`src/rtl/cpu_pkg.sv`:
```
// Shared definitions for the multi-cycle RV32I controller: opcodes, states,
// datapath select encodings and opcode classes.
package cpu_pkg;

    localparam logic [6:0] OP_R      = 7'b0110011;
    localparam logic [6:0] OP_I      = 7'b0010011;
    localparam logic [6:0] OP_LOAD   = 7'b0000011;
    localparam logic [6:0] OP_STORE  = 7'b0100011;
    localparam logic [6:0] OP_BRANCH = 7'b1100011;
    localparam logic [6:0] OP_JAL    = 7'b1101111;
    localparam logic [6:0] OP_JALR   = 7'b1100111;
    localparam logic [6:0] OP_LUI    = 7'b0110111;
    localparam logic [6:0] OP_AUIPC  = 7'b0010111;
    localparam logic [6:0] OP_SYSTEM = 7'b1110011;

    typedef enum logic [2:0] {
        ST_FETCH  = 3'd0,
        ST_DECODE = 3'd1,
        ST_EXEC   = 3'd2,
        ST_MEM    = 3'd3,
        ST_WB     = 3'd4,
        ST_HALT   = 3'd5,
        ST_FAULT  = 3'd6
    } state_e;

    localparam logic [1:0] ALU_ADD   = 2'b00;
    localparam logic [1:0] ALU_CMP   = 2'b01;
    localparam logic [1:0] ALU_FUNCT = 2'b10;
    localparam logic [1:0] ALU_PASSB = 2'b11;

    localparam logic [1:0] PC_PLUS4  = 2'd0;
    localparam logic [1:0] PC_IMM    = 2'd1;
    localparam logic [1:0] PC_JALR   = 2'd2;

    localparam logic [1:0] WB_ALU    = 2'd0;
    localparam logic [1:0] WB_MEM    = 2'd1;
    localparam logic [1:0] WB_PC4    = 2'd2;

    typedef enum logic [3:0] {
        CLS_R,
        CLS_I,
        CLS_LOAD,
        CLS_STORE,
        CLS_BRANCH,
        CLS_JAL,
        CLS_JALR,
        CLS_LUI,
        CLS_AUIPC,
        CLS_SYS,
        CLS_ILLEGAL
    } opclass_e;

endpackage

```
`src/rtl/opcode_class.sv`:
```
// Combinational opcode-to-class decode, shared by the DECODE and EXEC steps.
module opcode_class
    import cpu_pkg::*;
(
    input  logic [6:0] opcode_i,
    output opclass_e   cls_o
);

    always_comb begin
        cls_o = CLS_ILLEGAL;
        case (opcode_i)
            OP_R:      cls_o = CLS_R;
            OP_I:      cls_o = CLS_I;
            OP_LOAD:   cls_o = CLS_LOAD;
            OP_STORE:  cls_o = CLS_STORE;
            OP_BRANCH: cls_o = CLS_BRANCH;
            OP_JAL:    cls_o = CLS_JAL;
            OP_JALR:   cls_o = CLS_JALR;
            OP_LUI:    cls_o = CLS_LUI;
            OP_AUIPC:  cls_o = CLS_AUIPC;
            OP_SYSTEM: cls_o = CLS_SYS;
            default:   cls_o = CLS_ILLEGAL;
        endcase
    end

endmodule

```
`src/rtl/multicycle_ctrl.sv`:
```
// Multi-cycle sequencing controller: FETCH/DECODE/EXEC/MEM/WB with bounded
// memory waits, retired-instruction counter and terminal HALT/FAULT states.
module multicycle_ctrl
    import cpu_pkg::*;
#(
    parameter int unsigned TIMEOUT = 16,
    parameter int unsigned CNT_W   = 32
) (
    input  logic             clk,
    input  logic             rst_n,
    input  logic [6:0]       opcode,
    input  logic             branch_taken,
    input  logic             imem_ready,
    input  logic             dmem_ready,
    output logic             imem_req,
    output logic             dmem_req,
    output logic             dmem_we,
    output logic             ir_we,
    output logic             pc_we,
    output logic [1:0]       pc_src,
    output logic [1:0]       alu_op,
    output logic             alu_src,
    output logic             alu_a_pc,
    output logic             reg_we,
    output logic [1:0]       wb_sel,
    output logic             halt,
    output logic             fault,
    output logic [CNT_W-1:0] instret,
    output logic [2:0]       state_dbg
);

    localparam int unsigned      WAIT_W    = (TIMEOUT < 2) ? 1 : $clog2(TIMEOUT + 1);
    localparam bit               TMO_EN    = (TIMEOUT != 0);
    localparam logic [WAIT_W-1:0] WAIT_LAST = WAIT_W'((TIMEOUT == 0) ? 0 : TIMEOUT - 1);

    state_e            state_q, state_d;
    logic [WAIT_W-1:0] wait_q, wait_d;
    logic [CNT_W-1:0]  instret_q, instret_d;
    opclass_e          cls;
    logic              retire;

    logic       imem_req_c, dmem_req_c, dmem_we_c, ir_we_c, pc_we_c;
    logic       alu_src_c, alu_a_pc_c, reg_we_c, halt_c, fault_c;
    logic [1:0] pc_src_c, alu_op_c, wb_sel_c;

    opcode_class u_opcode_class (
        .opcode_i (opcode),
        .cls_o    (cls)
    );

    always_ff @(posedge clk or negedge rst_n) begin
        if (!rst_n) begin
            state_q   <= ST_FETCH;
            wait_q    <= '0;
            instret_q <= '0;
        end else begin
            state_q   <= state_d;
            wait_q    <= wait_d;
            instret_q <= instret_d;
        end
    end

    // Next-state and per-cycle datapath controls.
    always_comb begin
        state_d    = state_q;
        retire     = 1'b0;
        imem_req_c = 1'b0;
        dmem_req_c = 1'b0;
        dmem_we_c  = 1'b0;
        ir_we_c    = 1'b0;
        pc_we_c    = 1'b0;
        pc_src_c   = PC_PLUS4;
        alu_op_c   = ALU_ADD;
        alu_src_c  = 1'b0;
        alu_a_pc_c = 1'b0;
        reg_we_c   = 1'b0;
        wb_sel_c   = WB_ALU;
        halt_c     = 1'b0;
        fault_c    = 1'b0;

        case (state_q)
            ST_FETCH: begin
                imem_req_c = 1'b1;
                if (imem_ready) begin
                    ir_we_c = 1'b1;
                    state_d = ST_DECODE;
                end else if (TMO_EN && wait_q == WAIT_LAST) begin
                    state_d = ST_FAULT;
                end
            end
            ST_DECODE: begin
                case (cls)
                    CLS_SYS:     state_d = ST_HALT;
                    CLS_ILLEGAL: state_d = ST_FAULT;
                    default:     state_d = ST_EXEC;
                endcase
            end
            ST_EXEC: begin
                state_d = ST_WB;
                case (cls)
                    CLS_R: alu_op_c = ALU_FUNCT;
                    CLS_I: begin
                        alu_op_c  = ALU_FUNCT;
                        alu_src_c = 1'b1;
                    end
                    CLS_LOAD, CLS_STORE: begin
                        alu_src_c = 1'b1;
                        state_d   = ST_MEM;
                    end
                    CLS_BRANCH: begin
                        alu_op_c = ALU_CMP;
                        pc_we_c  = branch_taken;
                        pc_src_c = PC_IMM;
                        retire   = 1'b1;
                        state_d  = ST_FETCH;
                    end
                    CLS_LUI: begin
                        alu_op_c  = ALU_PASSB;
                        alu_src_c = 1'b1;
                    end
                    CLS_AUIPC: begin
                        alu_src_c  = 1'b1;
                        alu_a_pc_c = 1'b1;
                    end
                    CLS_JAL, CLS_JALR: alu_src_c = 1'b1;
                    default: state_d = ST_FAULT;
                endcase
            end
            ST_MEM: begin
                dmem_req_c = 1'b1;
                dmem_we_c  = (cls == CLS_STORE);
                if (dmem_ready) begin
                    if (cls == CLS_STORE) begin
                        pc_we_c  = 1'b1;
                        pc_src_c = PC_PLUS4;
                        retire   = 1'b1;
                        state_d  = ST_FETCH;
                    end else begin
                        state_d = ST_WB;
                    end
                end else if (TMO_EN && wait_q == WAIT_LAST) begin
                    state_d = ST_FAULT;
                end
            end
            ST_WB: begin
                reg_we_c = 1'b1;
                pc_we_c  = 1'b1;
                retire   = 1'b1;
                state_d  = ST_FETCH;
                case (cls)
                    CLS_LOAD: wb_sel_c = WB_MEM;
                    CLS_JAL: begin
                        wb_sel_c = WB_PC4;
                        pc_src_c = PC_IMM;
                    end
                    CLS_JALR: begin
                        wb_sel_c = WB_PC4;
                        pc_src_c = PC_JALR;
                    end
                    default: wb_sel_c = WB_ALU;
                endcase
            end
            ST_HALT:  halt_c  = 1'b1;
            ST_FAULT: fault_c = 1'b1;
            default:  state_d = ST_FAULT;
        endcase
    end

    // Wait counter restarts whenever the state changes, so entry to FETCH/MEM sees zero.
    always_comb begin
        wait_d = wait_q;
        if (state_d != state_q) begin
            wait_d = '0;
        end else if ((state_q == ST_FETCH && !imem_ready) ||
                     (state_q == ST_MEM && !dmem_ready)) begin
            wait_d = wait_q + WAIT_W'(1);
        end
    end

    always_comb begin
        instret_d = instret_q;
        if (retire) begin
            instret_d = instret_q + CNT_W'(1);
        end
    end

    // Controls are forced low while reset is held, without waiting for a clock edge.
    assign imem_req  = rst_n & imem_req_c;
    assign dmem_req  = rst_n & dmem_req_c;
    assign dmem_we   = rst_n & dmem_we_c;
    assign ir_we     = rst_n & ir_we_c;
    assign pc_we     = rst_n & pc_we_c;
    assign pc_src    = rst_n ? pc_src_c : 2'b00;
    assign alu_op    = rst_n ? alu_op_c : 2'b00;
    assign alu_src   = rst_n & alu_src_c;
    assign alu_a_pc  = rst_n & alu_a_pc_c;
    assign reg_we    = rst_n & reg_we_c;
    assign wb_sel    = rst_n ? wb_sel_c : 2'b00;
    assign halt      = rst_n & halt_c;
    assign fault     = rst_n & fault_c;
    assign instret   = instret_q;
    assign state_dbg = state_q;

endmodule

```
`config.mk`:
```
export PLATFORM = sky130hd
export DESIGN_NAME = multicycle_ctrl
export DESIGN_NICKNAME = d
export VERILOG_FILES = /design/src/rtl/cpu_pkg.sv /design/src/rtl/opcode_class.sv /design/src/rtl/multicycle_ctrl.sv
export SDC_FILE = /design/constraint.sdc
export NUM_CORES = 1
export LEC_CHECK = 0
export BUFFER_PORTS_ARGS = -buffer_cell sky130_fd_sc_hd__buf_2
export CORE_MARGIN = 4
export CORE_UTILIZATION = 45
export DETAILED_ROUTE_END_ITERATION = 10
export GPL_TIMING_DRIVEN = 0
export PLACE_DENSITY_LB_ADDON = 0.05
export SYNTH_ARGS = -nofsm -noshare
export SYNTH_HDL_FRONTEND = slang
export SYNTH_SLANG_ARGS = --single-unit
```
`constraint.sdc`:
```
create_clock -name clk -period 3.1 [get_ports clk]
set_input_delay 0.155 -clock clk [delete_from_list [all_inputs] [get_ports clk]]
set_output_delay 0.155 -clock clk [all_outputs]
set_load 0.02 [all_outputs]
```
==> results.md <==
| Step | Quantity | Value |
|:---|:---|:---|
| worst setup path | Top Family by Delay on Critical Path | compound AO/OA/AOI/OAI gates |
| route | DRC violations left | 0 |
| logic synthesis | Synth async-reset ratio | 100% |
| route | Number of vias in the routed layout | 2229 |
| clock tree | Count of hold buffers inserted by post-cts repair | 0 |
| global route | Antenna violations before repair | 0 |
| clock tree | TritonCTS Buffers | 5 |
| global route | Global routing met2 resource utilization | 26.4% |
| floorplanning | Die height | 82.9 um |
| worst setup path | Type of destination of the critical path | flop |
| global route | First-pass GRT wire length | 10.1 mm |
| clock tree | Clock root buffer master | clkbuf_8 |
| placement | DPL Wire Length | 4.29 mm |
| floorplanning | Placement Rows | 27 |
| logic synthesis | Synth Register Bits | 40 |
| global route | Vias in the first global route | 2099 |
| route | Final Routed Wirelength | 5.77 mm |
| sta | Count of final max-slew check failures | 0 |
| logic synthesis | Number of synthesized flops with an enable pin | 0 |
| layout | Count of nets after finishing | 351 |
| placement | I/O Buffers | 62 |
| route | Number of search-and-repair iterations in the first detailed-routing pass | 4 |
| logic synthesis | Post-synthesis average cell area | 9.46 um2 |
| clock tree | TritonCTS clock tree | done |
| global route | Busiest metal layer after global routing | met2 |
| placement | # placed instances | 401 |
| sta | RSZ-0062 raised after global routing | false |
| sta | Final count of hold timing violations | 0 |
| sta | Tightest slew margin relative to the limit | 34.5% |
| route | Final ANT Viol Nets | 0 |
| clock tree | Post-cts repair resize count | 0 |
| global route | Largest net degree at the start of global routing | 47 |
| route | Drt first-iter violations | 78 |
| sta | Clock skew | 9.16 ps |
| worst setup path | Required time of the worst setup path | 3240 ps |
| worst setup path | Data arrival, critical path | 2600 ps |
| logic synthesis | Cell area after technology mapping | 0.00252 mm2 |
| worst setup path | Sum of buffers and inverters on the critical path | 0 |
| logic synthesis | Main synth FF type | dfrtp_1 |
| layout | Area taken by multi-input logic gates | 0.00143 mm2 |
| clock tree | Clock Latency Late Sink | 290 ps |
| worst hold path | Class of the tightest hold or removal check | input pin to asynchronous set/reset pin |
| floorplanning | Starting density of the core | 46.1% |
| clock tree | Count of H-tree levels built during CTS | 2 |
| floorplanning | Count of pins on the block boundary | 63 |
| job | Max-cap check violation count | 0 |
| run status | Outcome | complete, no violations |
| worst setup path | Crit Path Max Fanout | 5 |
| layout | Fin util | 55.8% |
| layout | Inserted Diodes | 0 |
| layout | Sequential Area | 0.00100 mm2 |
| pwr | Total power per unit cell area | 614 mW/mm2 |
| route | Via/cell ratio | 5.45 |
| global route | Met3 routing resource usage after global routing | 4.17% |
| pwr | Static Leakage | 0.00155 uW |
| layout | Non-filler cells, final | 409 |
| logic synthesis | Synth warnings | 0 |
| placement | Final RePlAce weighted congestion | 0.875 |
| global route | GRT Total Usage | 17.5% |
| clock tree | Count of buffers added by post-CTS timing repair for setup | 0 |
| worst setup path | Slowest cell on crit path | a221oi_1 |
| pwr | Max VDD drop | 0.462 mV |
| route | Average wire length per cell after detail routing | 14.1 um |
| worst setup path | Critical path cell sequence | ha_1 > and3_1 > ha_1 > nor4b_1 > a311oi_1 > a21oi_1 > a221oi_1 > nor4_1 |
| sta | Actual transition at the worst max-transition pin | 982 ps |
| sta | Fin crit share | 79.2% |
| clock tree | Max Root-Sink Buffers | 2 |
| logic synthesis | Unique cell type count in the Yosys netlist | 56 |
| worst setup path | Delay contributed by the slowest stage of the critical path | 640 ps |
| sta | Achievable frequency | 407 MHz |
| worst setup path | Start-to-end type of the worst setup path | flop to flop |
| clock tree | Clock-pin slew on the worst setup and hold paths | 80 ps |
| floorplanning | Die area | 0.00687 mm2 |
| sta | Worst hold slack across all endpoints | 23.4 ps |
| sta | Final Setup Violations | 0 |
| floorplanning | Core footprint | 0.00547 mm2 |
| sta | Minimum period implied by the final worst setup slack | 2450 ps |
| logic synthesis | Post-synthesis sequential area ratio | 39.6% |
| clock tree | Clock sink count | 40 |
| global route | Aggregate global routing overflow | 0 |
| logic synthesis | Post-synthesis net count | 282 |
| logic synthesis | Gate count after technology mapping | 267 |
| layout | Fill cell count | 522 |
| worst setup path | Top cell by count, worst path | ha_1 |
| floorplanning | Width of the chip | 82.9 um |
| global route | GR met1 Demand/Resource | 24.9% |
| layout | Layout area overhead | 20.9% |
| worst setup path | Worst setup SP type | flop |
| worst setup path | Worst reg-to-reg setup slack | 650 ps |
| layout | Share of post-route cells with drive strength above 1 | 27.6% |
| sta | Total Negative Setup Slacks | 0 ps |
state kept, by name, summed over array words and instances (netlist names):
register   cells
instret       32
wait_q         5
state_dbg      3
cell usage in the layout, fill, tap and decap left out, types with 6 or more instances in the layout:
| cell | netlist | layout |
|---|---|---|
| nor2_1 | 23 | 23 |
| nand2_1 | 23 | 23 |
| clkbuf_8 | 0 | 7 |
| nor3_1 | 8 | 8 |
| and3_1 | 13 | 13 |
| dfrtp_1 | 40 | 40 |
| o21ai_0 | 6 | 6 |
| nand3_1 | 10 | 10 |
| buf_2 | 3 | 65 |
| inv_1 | 8 | 8 |
| nor4_1 | 13 | 13 |
| xor2_1 | 20 | 20 |
| xnor2_1 | 14 | 14 |
kinds of logic (layout without fill, tap and decap cells):
kind of cell / Yosys count / count (layout) / share of synthesized area, %
AOI/OAI and AO/OA: 33 / 33 / 10.2
DFF: 40 / 40 / 39.6
xor gates and xnor gates: 34 / 34 / 11.8
buffers and inverters: 20 / 90 / 3.72
and+or+nand+nor: 132 / 132 / 31.1
muxes: 5 / 5 / 2.13
adders and majority gates: 3 / 3 / 1.49
power by group:
part | switching, uW | total [uW] | leakage (uW) | internal [uW]
registers | 73.6 | 662 | 0.000521 | 588
clock network | 177 | 461 | 0.0000645 | 284
logic | 476 | 749 | 0.000968 | 273
total | 727 | 1870 | 0.00155 | 1150
metrics by stage:
| stage | power [uW] | setup slack [ps] | area (um2) |
|---|---|---|---|
| floorplan | 1200 | 928 | 2520 |
| global placement | 1410 | 706 | 2930 |
| detailed placement | 1420 | 688 | 2930 |
| CTS | 1890 | 670 | 3050 |
| global route | 1990 | 532 | 3050 |
| finish | 1870 | 646 | 3050 |
cell type report:
cell class	instances	area share, %
buffer	12	2.09
tap	72	2.95
clock inverter	1	0.984
sequential	40	32.8
timing repair buffer	62	10.2
multi-input combinational	207	46.9
inverter	8	0.984
clock buffer	7	3.16
worst reg2reg max path, stage by stage (launching register included):
cell      delay [ps]
dfrtp_1          400
ha_1             210
and3_1           180
ha_1             220
nor4b_1          180
a311oi_1         300
a21oi_1           70
a221oi_1         640
nor4_1           110
cells in the mapped netlist (6+ instances only):
cell type  number  area share (%)
nor4_1         13             3.2
xnor2_1        14             4.9
nand2_1        23             3.4
o21ai_0         6             1.2
dfrtp_1        40              40
nor2_1         23             3.4
and3_1         13             3.2
nand3_1        10             2.0
inv_1           8             1.2
xor2_1         20             6.9
nor3_1          8             1.6
per-layer routing:
layer	vias up	share of wire, %
li1	1109	-
met1	1068	50
met2	44	44
met3	8	4.5
met4	0	1.2
met5	-	0
worst paths after layout:
| path | from | to | cells after the start |
|---|---|---|---|
| min reg2reg | instret[31]$_DFFE_PN0P_ | instret[31]$_DFFE_PN0P_ | 1 |
| max reg2reg | wait_q[0]$_DFFE_PN0P_ | wait_q[3]$_DFFE_PN0P_ | 8 |
| min in group clk | imem_ready | state_dbg[0]$_DFF_PN0_ | 3 |
| min | rst_n | instret[30]$_DFFE_PN0P_ | 1 |
| max | wait_q[0]$_DFFE_PN0P_ | wait_q[3]$_DFFE_PN0P_ | 8 |
| max in group asynchronous | rst_n | instret[21]$_DFFE_PN0P_ | 1 |
(Power assumes the default switching activity.)
